$ cat src/rtl/spi_mem_pkg.sv
`default_nettype none
// +----------------------------------------------------------------------+
// | Module      : spi_mem_pkg                                            |
// | Description : Shared opcodes, size encodings, FSM states and helpers |
// |               for the serial memory controller.                      |
// | Revision    : 1.0 - initial release                                  |
// +----------------------------------------------------------------------+
package spi_mem_pkg;

    localparam logic [7:0] OP_READ   = 8'h03;
    localparam logic [7:0] OP_WRITE  = 8'h02;

    localparam logic [1:0] SIZE_BYTE = 2'b00;
    localparam logic [1:0] SIZE_HALF = 2'b01;
    localparam logic [1:0] SIZE_WORD = 2'b10;
    localparam logic [1:0] SIZE_BAD  = 2'b11;

    typedef enum logic [1:0] {
        ST_IDLE  = 2'd0,
        ST_SHIFT = 2'd1,
        ST_RESP  = 2'd2
    } state_t;

    // Number of data bytes carried by a request; 0 for the illegal encoding.
    function automatic logic [2:0] size_to_bytes(input logic [1:0] size);
        case (size)
            SIZE_BYTE: return 3'd1;
            SIZE_HALF: return 3'd2;
            SIZE_WORD: return 3'd4;
            default:   return 3'd0;
        endcase
    endfunction

endpackage
`default_nettype wire

$ cat src/rtl/spi_sck_gen.sv
`default_nettype none
// +----------------------------------------------------------------------+
// | Module      : spi_sck_gen                                            |
// | Description : Divides clk into a mode-0 SCK (idle low) and flags the |
// |               cycle before each SCK rise and fall.                   |
// | Revision    : 1.0 - initial release                                  |
// +----------------------------------------------------------------------+
module spi_sck_gen import spi_mem_pkg::*; #(
    parameter int CLK_DIV = 2
) (
    input  logic clk,
    input  logic rst,
    input  logic i_en,
    output logic o_sck,
    output logic o_rise_stb,
    output logic o_fall_stb
);

    localparam int               c_cnt_w = (CLK_DIV > 1) ? $clog2(CLK_DIV) : 1;
    localparam logic [c_cnt_w-1:0] c_last = c_cnt_w'(CLK_DIV - 1);

    logic [c_cnt_w-1:0] r_cnt;
    logic               r_sck;
    logic               w_half_done;

    // A half-period ends on the last count; the strobes mark the edge that toggles SCK.
    assign w_half_done = i_en && (r_cnt == c_last);
    assign o_rise_stb  = w_half_done && !r_sck;
    assign o_fall_stb  = w_half_done && r_sck;
    assign o_sck       = r_sck;

    // Half-period counter; disabled means parked low with the count cleared.
    always_ff @(posedge clk) begin
        if (rst || !i_en) begin
            r_cnt <= '0;
            r_sck <= 1'b0;
        end else if (w_half_done) begin
            r_cnt <= '0;
            r_sck <= ~r_sck;
        end else begin
            r_cnt <= r_cnt + 1'b1;
        end
    end

endmodule
`default_nettype wire

$ cat src/rtl/spi_mem_ctrl.sv
`default_nettype none
// +----------------------------------------------------------------------+
// | Module      : spi_mem_ctrl                                           |
// | Description : Mode-0 SPI master for serial PSRAM/flash. One byte,    |
// |               half or word per request, little-endian data, per-     |
// |               device read-only protection and error response.        |
// | Revision    : 1.0 - initial release                                  |
// +----------------------------------------------------------------------+
module spi_mem_ctrl import spi_mem_pkg::*; #(
    parameter int                 NUM_DEV = 2,
    parameter int                 ADDR_W  = 24,
    parameter int                 CLK_DIV = 2,
    parameter logic [NUM_DEV-1:0] RO_MASK = NUM_DEV'(2)
) (
    input  logic                                      clk,
    input  logic                                      reset,
    input  logic                                      req_valid,
    output logic                                      req_ready,
    input  logic                                      req_we,
    input  logic [1:0]                                req_size,
    input  logic [((NUM_DEV > 1) ? $clog2(NUM_DEV) : 1)-1:0] req_dev,
    input  logic [ADDR_W-1:0]                         req_addr,
    input  logic [31:0]                               req_wdata,
    output logic                                      rsp_valid,
    output logic [31:0]                               rsp_rdata,
    output logic                                      rsp_err,
    output logic                                      spi_sck,
    output logic [NUM_DEV-1:0]                        spi_cs_n,
    output logic                                      spi_mosi,
    input  logic [NUM_DEV-1:0]                        spi_miso
);

    localparam int c_dev_w   = (NUM_DEV > 1) ? $clog2(NUM_DEV) : 1;
    localparam int c_hdr_w   = 8 + ADDR_W;
    localparam int c_frame_w = c_hdr_w + 32;
    localparam int c_cnt_w   = $clog2(c_frame_w + 1);

    state_t               r_state;
    state_t               w_state_next;
    logic                 r_we;
    logic [c_dev_w-1:0]   r_dev;
    logic                 r_err;
    logic [c_cnt_w-1:0]   r_nbits;
    logic [c_cnt_w-1:0]   r_bit_cnt;
    logic [c_frame_w-1:0] r_tx;
    logic                 r_mosi;
    logic [31:0]          r_rx;

    logic                 w_accept;
    logic                 w_dev_ok;
    logic                 w_ro_hit;
    logic                 w_req_err;
    logic [2:0]           w_bytes;
    logic [c_cnt_w-1:0]   w_nbits;
    logic [31:0]          w_data_mask;
    logic [31:0]          w_wdata_seq;
    logic [c_frame_w-1:0] w_frame;
    logic [NUM_DEV-1:0]   w_cs_sel;
    logic                 w_miso;
    logic                 w_sck;
    logic                 w_rise;
    logic                 w_fall;
    logic                 w_last;
    logic [4:0]           w_rx_pos;

    spi_sck_gen #(
        .CLK_DIV    (CLK_DIV)
    ) u_sck_gen (
        .clk        (clk),
        .rst        (reset),
        .i_en       (r_state == ST_SHIFT),
        .o_sck      (w_sck),
        .o_rise_stb (w_rise),
        .o_fall_stb (w_fall)
    );

    // Request decode: legality, frame length and the serialised frame image.
    always_comb begin
        w_dev_ok = 1'b0;
        w_ro_hit = 1'b0;
        for (int d = 0; d < NUM_DEV; d++) begin
            if (req_dev == c_dev_w'(d)) begin
                w_dev_ok = 1'b1;
                w_ro_hit = RO_MASK[d];
            end
        end
        w_req_err = (req_size == SIZE_BAD) || !w_dev_ok || (req_we && w_ro_hit);
        w_accept  = req_valid && req_ready;
        w_bytes   = size_to_bytes(req_size);
        w_nbits   = c_cnt_w'(c_hdr_w) + c_cnt_w'({w_bytes, 3'b000});
        case (req_size)
            SIZE_BYTE: w_data_mask = 32'hFF00_0000;
            SIZE_HALF: w_data_mask = 32'hFFFF_0000;
            default:   w_data_mask = 32'hFFFF_FFFF;
        endcase
        // Byte 0 goes first on the wire, so the bytes are reversed into the MSB-first stream.
        w_wdata_seq = {req_wdata[7:0], req_wdata[15:8], req_wdata[23:16], req_wdata[31:24]}
                      & w_data_mask & {32{req_we}};
        w_frame     = {(req_we ? OP_WRITE : OP_READ), req_addr, w_wdata_seq};
    end

    // Selected-device decode, MISO mux, last-bit detect and receive bit position.
    always_comb begin
        for (int d = 0; d < NUM_DEV; d++) begin
            w_cs_sel[d] = (r_dev == c_dev_w'(d));
        end
        w_miso   = |(spi_miso & w_cs_sel);
        w_last   = w_fall && (r_bit_cnt == r_nbits - 1'b1);
        // Data bit k lands in byte k/8 at position 7-(k%8): flip the low three index bits.
        w_rx_pos = 5'(r_bit_cnt - c_cnt_w'(c_hdr_w)) ^ 5'b00111;
    end

    // State register.
    always_ff @(posedge clk) begin
        if (reset) begin
            r_state <= ST_IDLE;
        end else begin
            r_state <= w_state_next;
        end
    end

    // Next-state: illegal requests skip the frame and answer straight away.
    always_comb begin
        w_state_next = r_state;
        case (r_state)
            ST_IDLE:  if (w_accept) w_state_next = w_req_err ? ST_RESP : ST_SHIFT;
            ST_SHIFT: if (w_last)   w_state_next = ST_RESP;
            ST_RESP:                w_state_next = ST_IDLE;
            default:                w_state_next = ST_IDLE;
        endcase
    end

    // Outputs decoded from state; read data is shown only on a good read response.
    always_comb begin
        req_ready = (r_state == ST_IDLE);
        rsp_valid = (r_state == ST_RESP);
        rsp_err   = rsp_valid && r_err;
        rsp_rdata = (rsp_valid && !r_err && !r_we) ? r_rx : 32'h0;
        spi_cs_n  = (r_state == ST_SHIFT) ? ~w_cs_sel : '1;
        spi_sck   = w_sck;
        spi_mosi  = r_mosi;
    end

    // Datapath: capture at acceptance, shift MOSI after each fall, sample MISO at each rise.
    always_ff @(posedge clk) begin
        if (reset) begin
            r_we      <= 1'b0;
            r_dev     <= '0;
            r_err     <= 1'b0;
            r_nbits   <= '0;
            r_bit_cnt <= '0;
            r_tx      <= '0;
            r_mosi    <= 1'b0;
            r_rx      <= '0;
        end else if (w_accept) begin
            r_we      <= req_we;
            r_dev     <= req_dev;
            r_err     <= w_req_err;
            r_nbits   <= w_nbits;
            r_bit_cnt <= '0;
            r_rx      <= '0;
            if (w_req_err) begin
                r_tx   <= '0;
                r_mosi <= 1'b0;
            end else begin
                r_tx   <= w_frame << 1;
                r_mosi <= w_frame[c_frame_w-1];
            end
        end else if (r_state == ST_SHIFT) begin
            if (w_rise && !r_we && (r_bit_cnt >= c_cnt_w'(c_hdr_w))) begin
                r_rx[w_rx_pos] <= w_miso;
            end
            if (w_fall) begin
                r_bit_cnt <= r_bit_cnt + 1'b1;
                r_tx      <= r_tx << 1;
                r_mosi    <= w_last ? 1'b0 : r_tx[c_frame_w-1];
            end
        end
    end

endmodule
`default_nettype wire
$ cat config.mk
export PLATFORM = sky130hd
export DESIGN_NAME = spi_mem_ctrl
export DESIGN_NICKNAME = d
export VERILOG_FILES = /design/src/rtl/spi_mem_pkg.sv /design/src/rtl/spi_sck_gen.sv /design/src/rtl/spi_mem_ctrl.sv
export SDC_FILE = /design/constraint.sdc
export NUM_CORES = 1
export LEC_CHECK = 0
export CORE_MARGIN = 2
export CORE_UTILIZATION = 40
export CTS_CLUSTER_SIZE = 24
export DETAILED_ROUTE_END_ITERATION = 10
export HOLD_SLACK_MARGIN = 0.02
export PLACE_DENSITY = 0.62
export SLEW_MARGIN = 20
export SYNTH_ARGS = -nofsm -noshare
export SYNTH_HDL_FRONTEND = slang
export SYNTH_SLANG_ARGS = --single-unit
$ cat constraint.sdc
create_clock -name clk -period 5.5 [get_ports clk]
set_input_delay 0.825 -clock clk [delete_from_list [all_inputs] [get_ports clk]]
set_output_delay 0.825 -clock clk [all_outputs]
set_load 0.03 [all_outputs]
Word level (Yosys, flattened, before mapping):

Cells that the tools add are included.

* logic and storage cells: 84
* output and inout bits: 39
* RAM bits: 0
* register bits after elaboration: 118
* latch bits: 0
* input bits: 65
* ROM bits: 0
* memories kept: 0

* add/sub/neg operators: 5
* magnitude comparators: 3
* bitwise operators: 7
* reduce and logical (&&, ||, !) cells: 29
* $mul: 0
* shifts and indexed selects: 0
* eq/ne operators: 8
* divide/modulo/power cells: 0
* muxes and demuxes: 21

Operators with widths (count)
* two-way mux 64 bit: 3
* bitwise AND 32 bit: 2
* two-way mux 59 bit: 1
* one-hot mux 24 bit (2 select lines): 1
* bitwise mux 32 bit: 1
* two-way mux 32 bit: 1
* logical AND 1 bit: 12
* one-hot mux 3 bit (3 select lines): 1
* two-way mux 2 bit: 4
* AND reduction 2 bit: 4
* adder 6 x 6 -> 7 bit (first input constant): 1
* adder 7 x 1 -> 7 bit (second input constant): 1
* equality test 7 bit: 1
* greater-or-equal comparator 7 x 6 -> 1 bit (second input constant): 1
* two-way mux 1 bit: 7
* subtractor 7 x 1 -> 7 bit (second input constant): 1
* equality test 2 bit (second input constant): 3
* < comparator 5 x 6 -> 1 bit (second input constant): 1
* OR reduction 2 bit: 3
* demux 1 bit (select 5 bit): 1
* greater-or-equal comparator 5 x 1 -> 1 bit (second input constant): 1
* subtractor 5 x 1 -> 5 bit (second input constant): 1
* equality test 2 x 1 -> 1 bit (second input constant): 2
* logical NOT 1 bit: 4
* 11 further kinds: 15

Longest topological paths before layout:

* word-level depth: 8
* mapped depth: 7
* gate-level depth less buffers: 6

By module:

A second synthesis with hierarchy kept.

* cell total of the unflattened synthesis: 624
* area, all modules: 5242.5 um^2

By module, submodules not included
* spi_mem_ctrl: cells each 615, seq. area each 2242.2 um^2, instances 1, area each 5165.0 um^2
* spi_sck_gen: cells each 9, seq. area each 40.0 um^2, instances 1, area each 77.6 um^2

Worst setup path after synthesis:

No wires, ideal clock.

* path type: reg2out
* from: register r_state[1]
* to: output rsp_rdata[10]
* path slack: 2675 ps
* path buffers: 2
* stages on the path, launching flop included: 6
* arrival: 2000 ps
* data required time: 4675 ps
* path through: dfxtp_1 clkbuf_1 nor2b_1 nor3b_2 clkbuf_1 and2_1

* longest elaborated chain between the ends: 4

Ends and longest elaborated chain
* from (decl): line spi_mem_ctrl.sv:38 `state_t r_state;`
* from (signal assigned): line spi_mem_ctrl.sv:118 `r_state <= w_state_next;`
* equality test 2 bit: line spi_mem_ctrl.sv:136 `rsp_valid = (r_state == ST_RESP);`
* named net rsp_valid: line spi_mem_ctrl.sv:24 `output logic rsp_valid,`
* logical AND 1 bit (2 in series): line spi_mem_ctrl.sv:138 `rsp_rdata = (rsp_valid && !r_err && !r_we) ? r_rx : 32'h0;`
* two-way mux 32 bit: line spi_mem_ctrl.sv:138
* to (decl): line spi_mem_ctrl.sv:25 `output logic [31:0] rsp_rdata,`

The timed path passes the listed nets, and every way through them passes these cells.

Worst setup path in the final report:

* from: register r_state[1]
* to: output rsp_rdata[9]

* longest elaborated chain between the ends: 4

Ends and longest elaborated chain (line)
* equality test 2 bit: spi_mem_ctrl.sv:136
* logical AND 1 bit (2 in series): spi_mem_ctrl.sv:138
* two-way mux 32 bit: spi_mem_ctrl.sv:138

No other way between the ends.

==> metrics.md <==
| Metric | Value |
|---|---|
| Initial drt markers | `roughly 330` |
| Fillers | `1208` |
| # H-tree levels | `4` |
| P_leak | `between 2 and 2.5 nW` |
| Setup violators final | `0` |
| Die ar. | `between 10000 and 15000 µm²` |
| Worst slew pin tran | `0.979 ns` |
| Worst-Skew Late Latency | `0.41 ns` |
| Mapped Area | `5160 µm²` |
| Commonest non-fill, non-tap cells in the layout | `dfxtp_1 (114), clkdlybuf4s50_1 (102), a211oi_1 (89)` |
| R2r endpoint | `r_tx[39]` |
| Critical Path Source Type | `register` |
| Fraction of layout cells with a size suffix above 1 | `7.39%` |
| Fin area | `6770 µm²` |
| Syn Nets | `673` |
| Primary FF master, synth | `dfxtp_1` |
| Antenna violations before repair | `0` |
| Worst reg-to-reg setup slack | `2.71 ns` |
| Placed cell area | `6210 µm²` |
| Core area | `12600 µm²` |
| Top cell type's share of synthesized area | `44.2%` |
| Root Buffer | `clkbuf_16` |
| Synth Instances | `603` |
| Rel. slew slack | `34.7%` |
| Most common cell after layout, fill and taps aside | `dfxtp_1` |
| Die Height | `118 µm` |
| Setup TNS | `0 ns` |
| Post-synthesis sequential area ratio | `44.2%` |
| HP Class | `reg2reg` |
| Unrepaired setup endpoints after global routing | `no` |
| Crit Path Category | `reg2out` |
| Die W | `roughly 120 µm` |
| ANT nets after route | `0` |
| Period utilisation layout | `66.9%` |
| Vias | `roughly 4600` |
| Hpwl dp | `8240 µm` |
| Max Clock Freq | `272 MHz` |
| Reg-to-reg startpoint | `u_sck_gen.o_sck` |
| Status | `complete, no violations` |
| Pwr/cell area | `313 nW/µm²` |
| Residual DRC | `0` |
| Worst-path clk slew | `0.05 ns` |
| Worst R2R Path Depth | `5` |
| Number of synthesized flops with an enable pin | `0` |
| Wire per inst | `between 10 and 15 µm` |
| Worst Path Required | `4.68 ns` |
| Fin nets | `between 700 and 800` |
| Final max-slew violation count | `0` |
| Multi-input gate area | `2640 µm²` |
| Syn avg cell area | `roughly 8.6 µm²` |
| # diodes | `0` |
| Remaining Overflow, GRT | `0` |
| VDD IR max | `207 µV` |
| PostCTS Resize Cnt | `0` |
| Post-synth ARST share | `0%` |
| First-pass GRT wire length | `20900 µm` |
| Crit. Startpoint | `r_state[1]` |
| Register area | `between 2000 and 2500 µm²` |
| Cell taking the most area after synthesis | `dfxtp_1` |
| Pin count of the biggest net entering global routing | `71` |
| Fin crit period | `3.68 ns` |
| CTS max path bufs | `2` |
| GRT Util Overall | `about 18%` |
| Routability cong. | `0.793` |
| Max_cap viols | `0` |
| DR pass1 iterations | `5` |
| CP Capture Type | `output port` |
| Syn. warnings | `0` |
| I/O Buffers | `103` |
| Post-CTS setup buffer count | `0` |
| Hold Fails Final Rpt | `0` |
| Vias per inst | `roughly 5.3` |
| CP Max Fanout | `18` |
| Io pins | `104` |
| # hold bufs at CTS | `0` |
| Vias in the first global route | `4319` |
| Yosys reg bits | `114` |
| Worst setup skew after layout | `between 0.004 and 0.005 ns` |
| CTS tree | `done` |
| Final WL | `12900 µm` |
| Starting Density | `40.9%` |
| FP Rows | `41` |
| TritonCTS buffer count | `17` |
| Crit path arrival time | `2.86 ns` |
| Synth cell types | `between 40 and 50` |
| Top cells by area, synth | `dfxtp_1 (44%), a211oi_1 (13%), nor2_1 (5.2%)` |
| P&R area growth vs syn | `31.1%` |
| CP Capture Point | `rsp_rdata[9]` |
| CTS sink cnt | `114` |
==> per-layer routing <==
layer | wire length (µm) | global-route usage (%) | part of all wire (%)
met4 | 305 | 8.89 | 2.4
met2 | 5820 | 28.4 | 45
met1 | 6100 | 23.9 | 47
met5 | 0 | 0 | 0
met3 | 702 | 4.89 | 5.4
==> synth_stat cells (2+ instances only) <==
cell,number
o21ai_0,31
nor4_4,4
a31oi_1,2
nand3_1,2
a211oi_1,89
xor2_1,6
a22oi_1,25
nor3_1,7
nand4_1,4
buf_1,2
xnor2_1,6
inv_1,6
nand4b_1,6
nand3b_1,2
a21oi_1,47
and2_1,34
dfxtp_1,114
nor3b_2,2
nand2_1,55
and3_1,2
nor2_1,71
nand2b_1,5
or2_2,2
ha_1,5
nor3b_1,3
clkbuf_1,30
buf_2,19
and3b_1,2
nor2_2,3
==> cells by family after synthesis <==
| family | share of synthesized area (%) |
|---|---|
| XOR/XNOR | 2.04 |
| AND/OR/NAND/NOR | 22.6 |
| adder cells (fa/ha/maj) | 1.21 |
| flip-flops | 44.2 |
| buffers and inverters | 4.97 |
| multiplexers | 0.194 |
| AO/OA/AOI/OAI | 24.8 |
==> metrics by stage <==
| step | hold WS (ns) | util [%] | cells | setup WS (ns) | total power, mW |
|---|---|---|---|---|---|
| floorplan | 0.432 | - | 603 | 2.68 | 1.06 |
| global placement | 0.437 | 49.2 | 829 | 2.07 | 1.14 |
| detailed placement | 0.447 | 49.2 | 829 | 1.81 | 1.14 |
| CTS | 0.451 | 53.5 | 861 | 1.37 | 2.13 |
| global route | 0.466 | 53.6 | 862 | 1.63 | 2.20 |
| finish | 0.448 | 53.6 | 862 | 1.82 | 2.12 |
==> how the worst min path moves through the flow <==
stage	from	endpoint	slack (ns)	cells past startpoint
after floorplan	r_tx[59]	r_tx[60]	0.43	2
after global placement	r_tx[60]	r_tx[61]	0.44	2
after detailed placement	r_tx[59]	r_tx[59]	0.45	2
after CTS	r_tx[60]	r_tx[61]	0.45	2
after global routing	r_tx[60]	r_tx[61]	0.47	2
final	r_tx[60]	r_tx[61]	0.45	2
==> report_power, final <==
group          total (mW)  switching [mW]  internal (mW)
clock               0.987           0.356          0.630
combinational       0.227           0.121          0.107
sequential          0.904          0.0314          0.873
==> sequential cells by signal, indices dropped and copies added, names as in the netlist <==
| signal | count |
|---|---|
| u_sck_gen.r_cnt | 1 |
| r_rx | 32 |
| r_we | 1 |
| r_bit_cnt | 7 |
| r_nbits | 4 |
| spi_mosi | 1 |
| r_err | 1 |
| u_sck_gen.o_sck | 1 |
| r_dev | 1 |
| r_tx | 63 |
| r_state | 2 |
==> critical path: stages, from the launching register on <==
cell and delay [ns]:
dfxtp_1 0.58, nor2b_1 0.30, nor3b_4 0.52, buf_6 0.23, and2_1 0.14, clkdlybuf4s50_1 0.67
==> area by class of cell <==
class,count,area share (%)
inverter,6,0.333
sequential,114,33.7
multi-input combinational,430,39.0
tap,172,3.18
clock inverter,5,0.370
clock buffer,27,7.58
timing repair buffer,108,15.8
No activity file was read; power rests on OpenSTA's default activity.
